==> config.mk <==
export PLATFORM = sky130hd
export DESIGN_NAME = fpga_top_mul_share_arb
export DESIGN_NICKNAME = d
export VERILOG_FILES = /design/src/rtl/fpga_top_mul_share_pkg.sv /design/src/rtl/fpga_top_mul_share_dp.sv /design/src/rtl/fpga_top_mul_share_arb.sv
export SDC_FILE = /design/constraint.sdc
export NUM_CORES = 1
export LEC_CHECK = 0
export CAP_MARGIN = 20
export CORE_MARGIN = 2
export CORE_UTILIZATION = 53
export DETAILED_ROUTE_END_ITERATION = 10
export MAX_ROUTING_LAYER = met4
export PLACE_DENSITY = 0.92
export SYNTH_ARGS = -nofsm -noshare
export SYNTH_HDL_FRONTEND = slang
export SYNTH_SLANG_ARGS = --single-unit
==> constraint.sdc <==
create_clock -name ap_clk -period 5.8 [get_ports ap_clk]
set_clock_uncertainty 0.15 [all_clocks]
set_input_delay 1.45 -clock ap_clk [delete_from_list [all_inputs] [get_ports ap_clk]]
set_output_delay 1.45 -clock ap_clk [all_outputs]
set_load 0.01 [all_outputs]
==> src/rtl/fpga_top_mul_share_pkg.sv <==
// Shared types and helpers for the time-shared multiplier arbiter.
package fpga_top_mul_share_pkg;

    localparam int unsigned OP_W   = 10;
    localparam int unsigned PROD_W = 16;

    typedef logic [OP_W-1:0]   op_t;
    typedef logic [PROD_W-1:0] prod_t;

    // Next round-robin index after idx, wrapping at n.
    function automatic int unsigned rr_next(input int unsigned idx, input int unsigned n);
        return (idx + 32'd1 >= n) ? 32'd0 : idx + 32'd1;
    endfunction

endpackage

==> src/rtl/fpga_top_mul_share_dp.sv <==
// Combinational 10x10 unsigned multiplier returning the low 16 product bits.
module fpga_top_mul_share_dp
    import fpga_top_mul_share_pkg::*;
(
    input  op_t   a,
    input  op_t   b,
    output prod_t p
);

    // Multiplying in the 16-bit result width yields exactly the low 16 bits of the 20-bit product.
    assign p = PROD_W'(a) * PROD_W'(b);

endmodule

==> src/rtl/fpga_top_mul_share_arb.sv <==
// Round-robin arbiter feeding a shared two-stage multiplier pipeline with result backpressure.
module fpga_top_mul_share_arb
    import fpga_top_mul_share_pkg::*;
#(
    parameter int unsigned NUM_REQ = 4,
    parameter int unsigned ID_W    = 2
) (
    input  logic                    ap_clk,
    input  logic                    ap_rst_n,
    input  logic [NUM_REQ-1:0]      req_valid,
    input  logic [NUM_REQ*OP_W-1:0] req_a,
    input  logic [NUM_REQ*OP_W-1:0] req_b,
    output logic [NUM_REQ-1:0]      req_ready,
    output logic                    res_valid,
    output prod_t                   res_data,
    output logic [ID_W-1:0]         res_id,
    input  logic                    res_ready,
    output logic [1:0]              in_flight
);

    logic            v1_q, v2_q;
    op_t             a1_q, b1_q;
    logic [ID_W-1:0] id1_q, id2_q;
    prod_t           p2_q;
    logic [ID_W-1:0] rr_q, rr_d;

    logic            adv2_c, adv1_c, accept_c;
    logic            gnt_vld;
    logic [ID_W-1:0] gnt_idx, cand;
    op_t             a_arr [NUM_REQ];
    op_t             b_arr [NUM_REQ];
    prod_t           prod_c;

    // Stage advance: output drains or is empty; S1 moves whenever S2 can take it or S1 is a bubble.
    assign adv2_c   = !v2_q || res_ready;
    assign adv1_c   = !v1_q || adv2_c;
    assign accept_c = gnt_vld && adv1_c;

    // Round-robin search starting at the pointer; depends only on valids and the pointer.
    always_comb begin
        gnt_vld = 1'b0;
        gnt_idx = '0;
        cand    = '0;
        for (int unsigned k = 0; k < NUM_REQ; k++) begin
            cand = ID_W'((32'(rr_q) + k) % NUM_REQ);
            if (!gnt_vld && req_valid[cand]) begin
                gnt_vld = 1'b1;
                gnt_idx = cand;
            end
        end
    end

    // One-hot ready to the granted requester, only when S1 can accept.
    always_comb begin
        req_ready = '0;
        if (accept_c) begin
            req_ready[gnt_idx] = 1'b1;
        end
    end

    // Unpack per-requester operand lanes.
    always_comb begin
        for (int unsigned k = 0; k < NUM_REQ; k++) begin
            a_arr[k] = req_a[k*OP_W +: OP_W];
            b_arr[k] = req_b[k*OP_W +: OP_W];
        end
    end

    // Pointer moves past the winner on every accept.
    always_comb begin
        rr_d = rr_q;
        if (accept_c) begin
            rr_d = ID_W'(rr_next(32'(gnt_idx), NUM_REQ));
        end
    end

    fpga_top_mul_share_dp u_dp (
        .a (a1_q),
        .b (b1_q),
        .p (prod_c)
    );

    // Pipeline registers and round-robin pointer.
    always_ff @(posedge ap_clk or negedge ap_rst_n) begin
        if (!ap_rst_n) begin
            v1_q  <= 1'b0;
            a1_q  <= '0;
            b1_q  <= '0;
            id1_q <= '0;
            v2_q  <= 1'b0;
            p2_q  <= '0;
            id2_q <= '0;
            rr_q  <= '0;
        end else begin
            rr_q <= rr_d;
            if (adv2_c) begin
                v2_q  <= v1_q;
                p2_q  <= prod_c;
                id2_q <= id1_q;
            end
            if (adv1_c) begin
                v1_q <= gnt_vld;
                if (gnt_vld) begin
                    a1_q  <= a_arr[gnt_idx];
                    b1_q  <= b_arr[gnt_idx];
                    id1_q <= gnt_idx;
                end
            end
        end
    end

    assign res_valid = v2_q;
    assign res_data  = p2_q;
    assign res_id    = id2_q;
    assign in_flight = 2'(v1_q) + 2'(v2_q);

endmodule

; ---- Word-level counts from Yosys, hierarchy flattened
; Index checks and enable logic that the tools add are counted.
[word_totals]
register_bits = 44
latchBits = 0
ram_bits = 0
romBits = 0
input_bits = 87
out_inout_bits = 25
memories = 0
[classes]
add_sub_neg = 5
n_mul = 1
div = 0
order_cmp = 8
eq_ne = 0
shift = 0
muxes = 26
n_bitwise = 1
reduce_logical = 13
[op_table]
columns = op, n
row1 = 10-bit binary-select mux with 2-bit select, 2
row2 = 10-bit two-way mux, 4
row3 = 10-bit by 10-bit multiplier with 16-bit output, 1
row4 = "2-bit by 3-bit less-than comparator with 1-bit output, second input constant", 5
row5 = 2-bit two-way mux, 5
row6 = 1-bit two-way mux, 9
row7 = 1-bit binary-select mux with 2-bit select, 4
row8 = "3-bit >= comparator, second input constant", 2
row9 = 1-bit logical AND, 5
row10 = 1-bit zero test, 5
row11 = "2-bit adder, second input constant", 2
row12 = 4-bit two-way mux, 1
row13 = "2-bit by 1-bit adder with 3-bit output, second input constant", 1
row14 = 2-bit inverter with 3-bit output, 1
row15 = 1-bit by 1-bit adder with 2-bit output, 1
row16 = "2-bit by 1-bit adder with 2-bit output, second input constant", 1
row17 = 1-bit demux with 2-bit select, 1
row18 = "2-bit by 1-bit >= comparator with 1-bit output, second input constant", 1
row19 = 1-bit logical OR, 2
row20 = 2-bit AND reduction, 1

; ---- Longest topological paths before layout
[logic_depth]
depth_word = 17
mapped_depth = 19
mapped_depth_nobuf = 18

; ---- Cells and area by module
; From an unflattened synthesis, not the netlist that was laid out.
[hier_totals]
cells_unflattened = 567
hier_area_um2 = 5195.0
[modules_own_cells]
columns = module, n_inst, cells_per_inst, area_per_inst_um2, seq_area_each_um2
row1 = fpga_top_mul_share_dp, 1, 332, 2840.2, 0.0
row2 = fpga_top_mul_share_arb, 1, 235, 2354.8, 1101.1

; ---- Worst setup path before layout
; No wires, ideal clock.
[synth_path]
path_kind = register to register
startpoint = register b1_q[3]
endpoint = register p2_q[13] (netlist: res_data[13])
setup_ps = 131
t_arrival_ps = 4589
setup_slack_ps = 930
path_stages_with_launch = 20
n_path_buf = 1
synth_period_minus_slack_ps = 4870
cell_sequence = dfrtp_1 clkbuf_1 nand2_1 fa_1 inv_1 fa_1 inv_1 fa_1 inv_1 fa_1 inv_1 fa_1 inv_1 ha_1 o21ai_0 nor3_1 a31o_1 a21oi_1 xor2_1 o21ai_1
[synth_via]
elab_chain_cells = 1
[synth_rtl]
columns = element, line_no
row1 = "start, declared", fpga_top_mul_share_arb.sv:22  ; op_t a1_q, b1_q;
row2 = "start signal, assigned", fpga_top_mul_share_arb.sv:105  ; b1_q <= b_arr[gnt_idx];
row3 = 10-bit by 10-bit multiplier with 16-bit output, fpga_top_mul_share_dp.sv:11  ; assign p = PROD_W'(a) * PROD_W'(b);
row4 = "end signal, assigned", fpga_top_mul_share_arb.sv:98  ; p2_q <= prod_c;
row5 = "end, declared", fpga_top_mul_share_arb.sv:24  ; prod_t p2_q;
; Every way passes these cells.
; A chain may end at the register's enable or synchronous reset.

; ---- Worst setup path after layout
[layout_path]
startpoint = register b1_q[3]
endpoint = register p2_q[15] (netlist: res_data[15])
; The elaborated chain is that of the path after synthesis.

==> metrics.md <==
| Metric | Value |
|---|---|
| Status | `complete, no violations` |
| Resized cells post-CTS | `0` |
| Vias in the first global route | `4,645` |
| Worst-margin pin slew | `803 ps` |
| CP arrival | `5250 ps` |
| Combinational family with the most area after synthesis | `adder cells` |
| Critical path class | `flop to flop` |
| Dpl hpwl | `10.5 mm` |
| CTS buffer count | `5` |
| Die Y | `104 um` |
| Pre-antenna DRT Iters | `6` |
| Die width | `104 um` |
| Mapped Cells | `563` |
| Sequential share of the synthesized area | `21.0%` |
| Clk_lat worst skew | `310 ps` |
| RSZ-0062 raised after global routing | `false` |
| Setup_tns | `0 ps` |
| HP Class | `flop to flop` |
| YS warnings | `0` |
| GRT overflow | `0` |
| Routed WL per cell | `16.3 um` |
| Post-CTS Setup Inserts | `0` |
| # setup viols final | `0` |
| First-pass GRT wire length | `21.7 mm` |
| Port-buffer cells | `111` |
| Syn Nets | `751` |
| Post-route clock period utilization | `89.8%` |
| Via count | `4,365` |
| Drc violations | `0` |
| Commonest non-fill, non-tap cell in the layout | `clkdlybuf4s50_1` |
| Most frequent cells in the layout | `110 x clkdlybuf4s50_1, 79 x nand2_1, 66 x inv_1` |
| Multi-input gate area | `0.00370 mm2` |
| Final Max Slew Viols | `0` |
| Max Root-Sink Buffers | `2` |
| Crit end category | `flop` |
| Fmax | `0.192 GHz` |
| Worst setup SP type | `flop` |
| Post-synthesis compound-gate area fraction | `11.4%` |
| Largest area contributor in the netlist | `fa_1` |
| Largest net degree at the start of global routing | `45` |
| CTS clock-pin slew for the worst setup and hold paths | `100 ps` |
| Max-cap viol count | `0` |
| Adder-Cell Fraction of Synth Area | `32.2%` |
| Final Routed Wirelength | `12.9 mm` |
| Gr usage total | `25.5%` |
| CTS root buf | `clkbuf_8` |
| CTS tree | `done` |
| H-tree levels | `2` |
| Die area | `0.0107 mm2` |
| 1st-iter DRT viols | `305` |
| # rows | `36` |
| Clock period minus worst slack | `5210 ps` |
| Fillers | `755` |
| IO Pins | `112` |
| Nets@finish | `841` |
| Synth top area share | `21.7%` |
| Post-cts hold buffer count | `0` |
| Netlist area before placement | `0.00525 mm2` |
| Reg area | `0.00110 mm2` |
| CORE AREA | `0.00968 mm2` |
| XOR/XNOR share of the synthesized area | `3.00%` |
| Synth cell types | `45` |
| Share of layout cells above drive strength 1 | `3.36%` |
| Vias/cell | `5.55` |
| Sinks on Clock Net | `44` |
| Gpl congestion | `0.932` |
| ANT cells | `0` |
| DRT antenna net count | `0` |
| Slew headroom | `46.5%` |
| Synthesized-area fraction occupied by and/or/nand/nor cells | `15.5%` |
| Largest fanout on the critical path | `11` |
| Area Growth Syn to Fin | `23.6%` |
| Mux cell area share after synthesis | `8.03%` |
| Initial antenna violation count | `0` |
| Synthesized flop and latch total | `44` |
| Synth Area per Inst | `9.33 um2` |
| WP data required | `5850 ps` |
| Initial Util | `54.2%` |
| Final hold vios | `0` |
| Top cells by area in the synthesized netlist | `fa_1 22%, dfrtp_1 21%, ha_1 10%, mux2i_1 7.8%, and2_1 6.4%` |
layout make-up:
cell class	count	area share [%]
inverters	67	3.88
clock inverters	3	0.713
clock buffers	5	1.06
well taps	133	2.56
repair buffers	116	17.8
multi-input cells	419	57.0
flip-flops and latches	44	17.0
cell usage after synthesis (all sizes together):
| master | count |
|---|---|
| a211o | 1 |
| a211oi | 3 |
| a21o | 24 |
| a21oi | 15 |
| a221oi | 2 |
| a31o | 1 |
| a41oi | 1 |
| and2 | 54 |
| and3 | 1 |
| buf | 15 |
| clkbuf | 18 |
| dfrtp | 44 |
| fa | 57 |
| ha | 44 |
| inv | 67 |
| mux2 | 1 |
| mux2i | 41 |
| nand2 | 80 |
| nand2b | 5 |
| nand3 | 3 |
| nand4 | 2 |
| nor2 | 9 |
| nor2b | 2 |
| nor3 | 7 |
| nor3b | 2 |
| nor4 | 2 |
| o211ai | 1 |
| o21ai | 17 |
| o21bai | 2 |
| o22ai | 22 |
| o31ai | 2 |
| xnor2 | 12 |
| xor2 | 6 |
worst max-delay path: stages, from the launching register on:
cell and delay, ps:
dfrtp_1 540, nand2_1 150, fa_1 550, inv_1 50, fa_1 520, inv_1 60, fa_1 470, inv_1 50
fa_1 520, inv_1 50, fa_1 520, inv_1 40, ha_1 300, o21ai_0 190, nor3_1 410, a41oi_1 170
nand4_1 140, xnor2_1 140, o21ai_1 70
worst paths after layout:
check,endpoint,depth (start not counted),from,slack (ps)
max,res_data[15],18,b1_q[3],590
min,res_data[0],2,res_data[0],330
max reg2reg,res_data[15],18,b1_q[3],590
min reg2reg,res_data[0],2,res_data[0],330
max in group asynchronous,a1_q[8],2,ap_rst_n,4170
min in group asynchronous,res_data[14],1,ap_rst_n,850
flip-flops by register name, summed over array words and instances (netlist names):
signal and flops:
a1_q 10, b1_q 10, id1_q 2, res_data 16
res_id 2, res_valid 1, rr_q 2, v1_q 1
through the flow:
stage	setup WS (ps)	hold WS [ps]	utilization (%)	area, um2	instances
after global routing	285	356	67.0	6490	787
after CTS	643	338	66.8	6470	786
after floorplan	930	296	-	5250	563
final	593	334	67.0	6490	787
after detailed placement	714	314	65.6	6350	778
after global placement	820	304	65.6	6350	778
cells by family after synthesis:
kind of cell | Yosys count
compound gates | 91
buf+inv | 100
simple gates | 167
mux | 42
xor+xnor | 18
fa+ha+maj | 101
flops | 44
per-layer routing:
metal	share of wire [%]	up-vias	GRT usage (%)
met5	0	-	-
met4	3.5	0	8.49
met3	5.8	39	2.83
met2	51	209	45.2
met1	40	2099	30.6
li1	-	2018	-
Power is left out: the tool's default activity adds up to more than one toggle a clock period on the data nets, which glitch-free logic cannot reach.
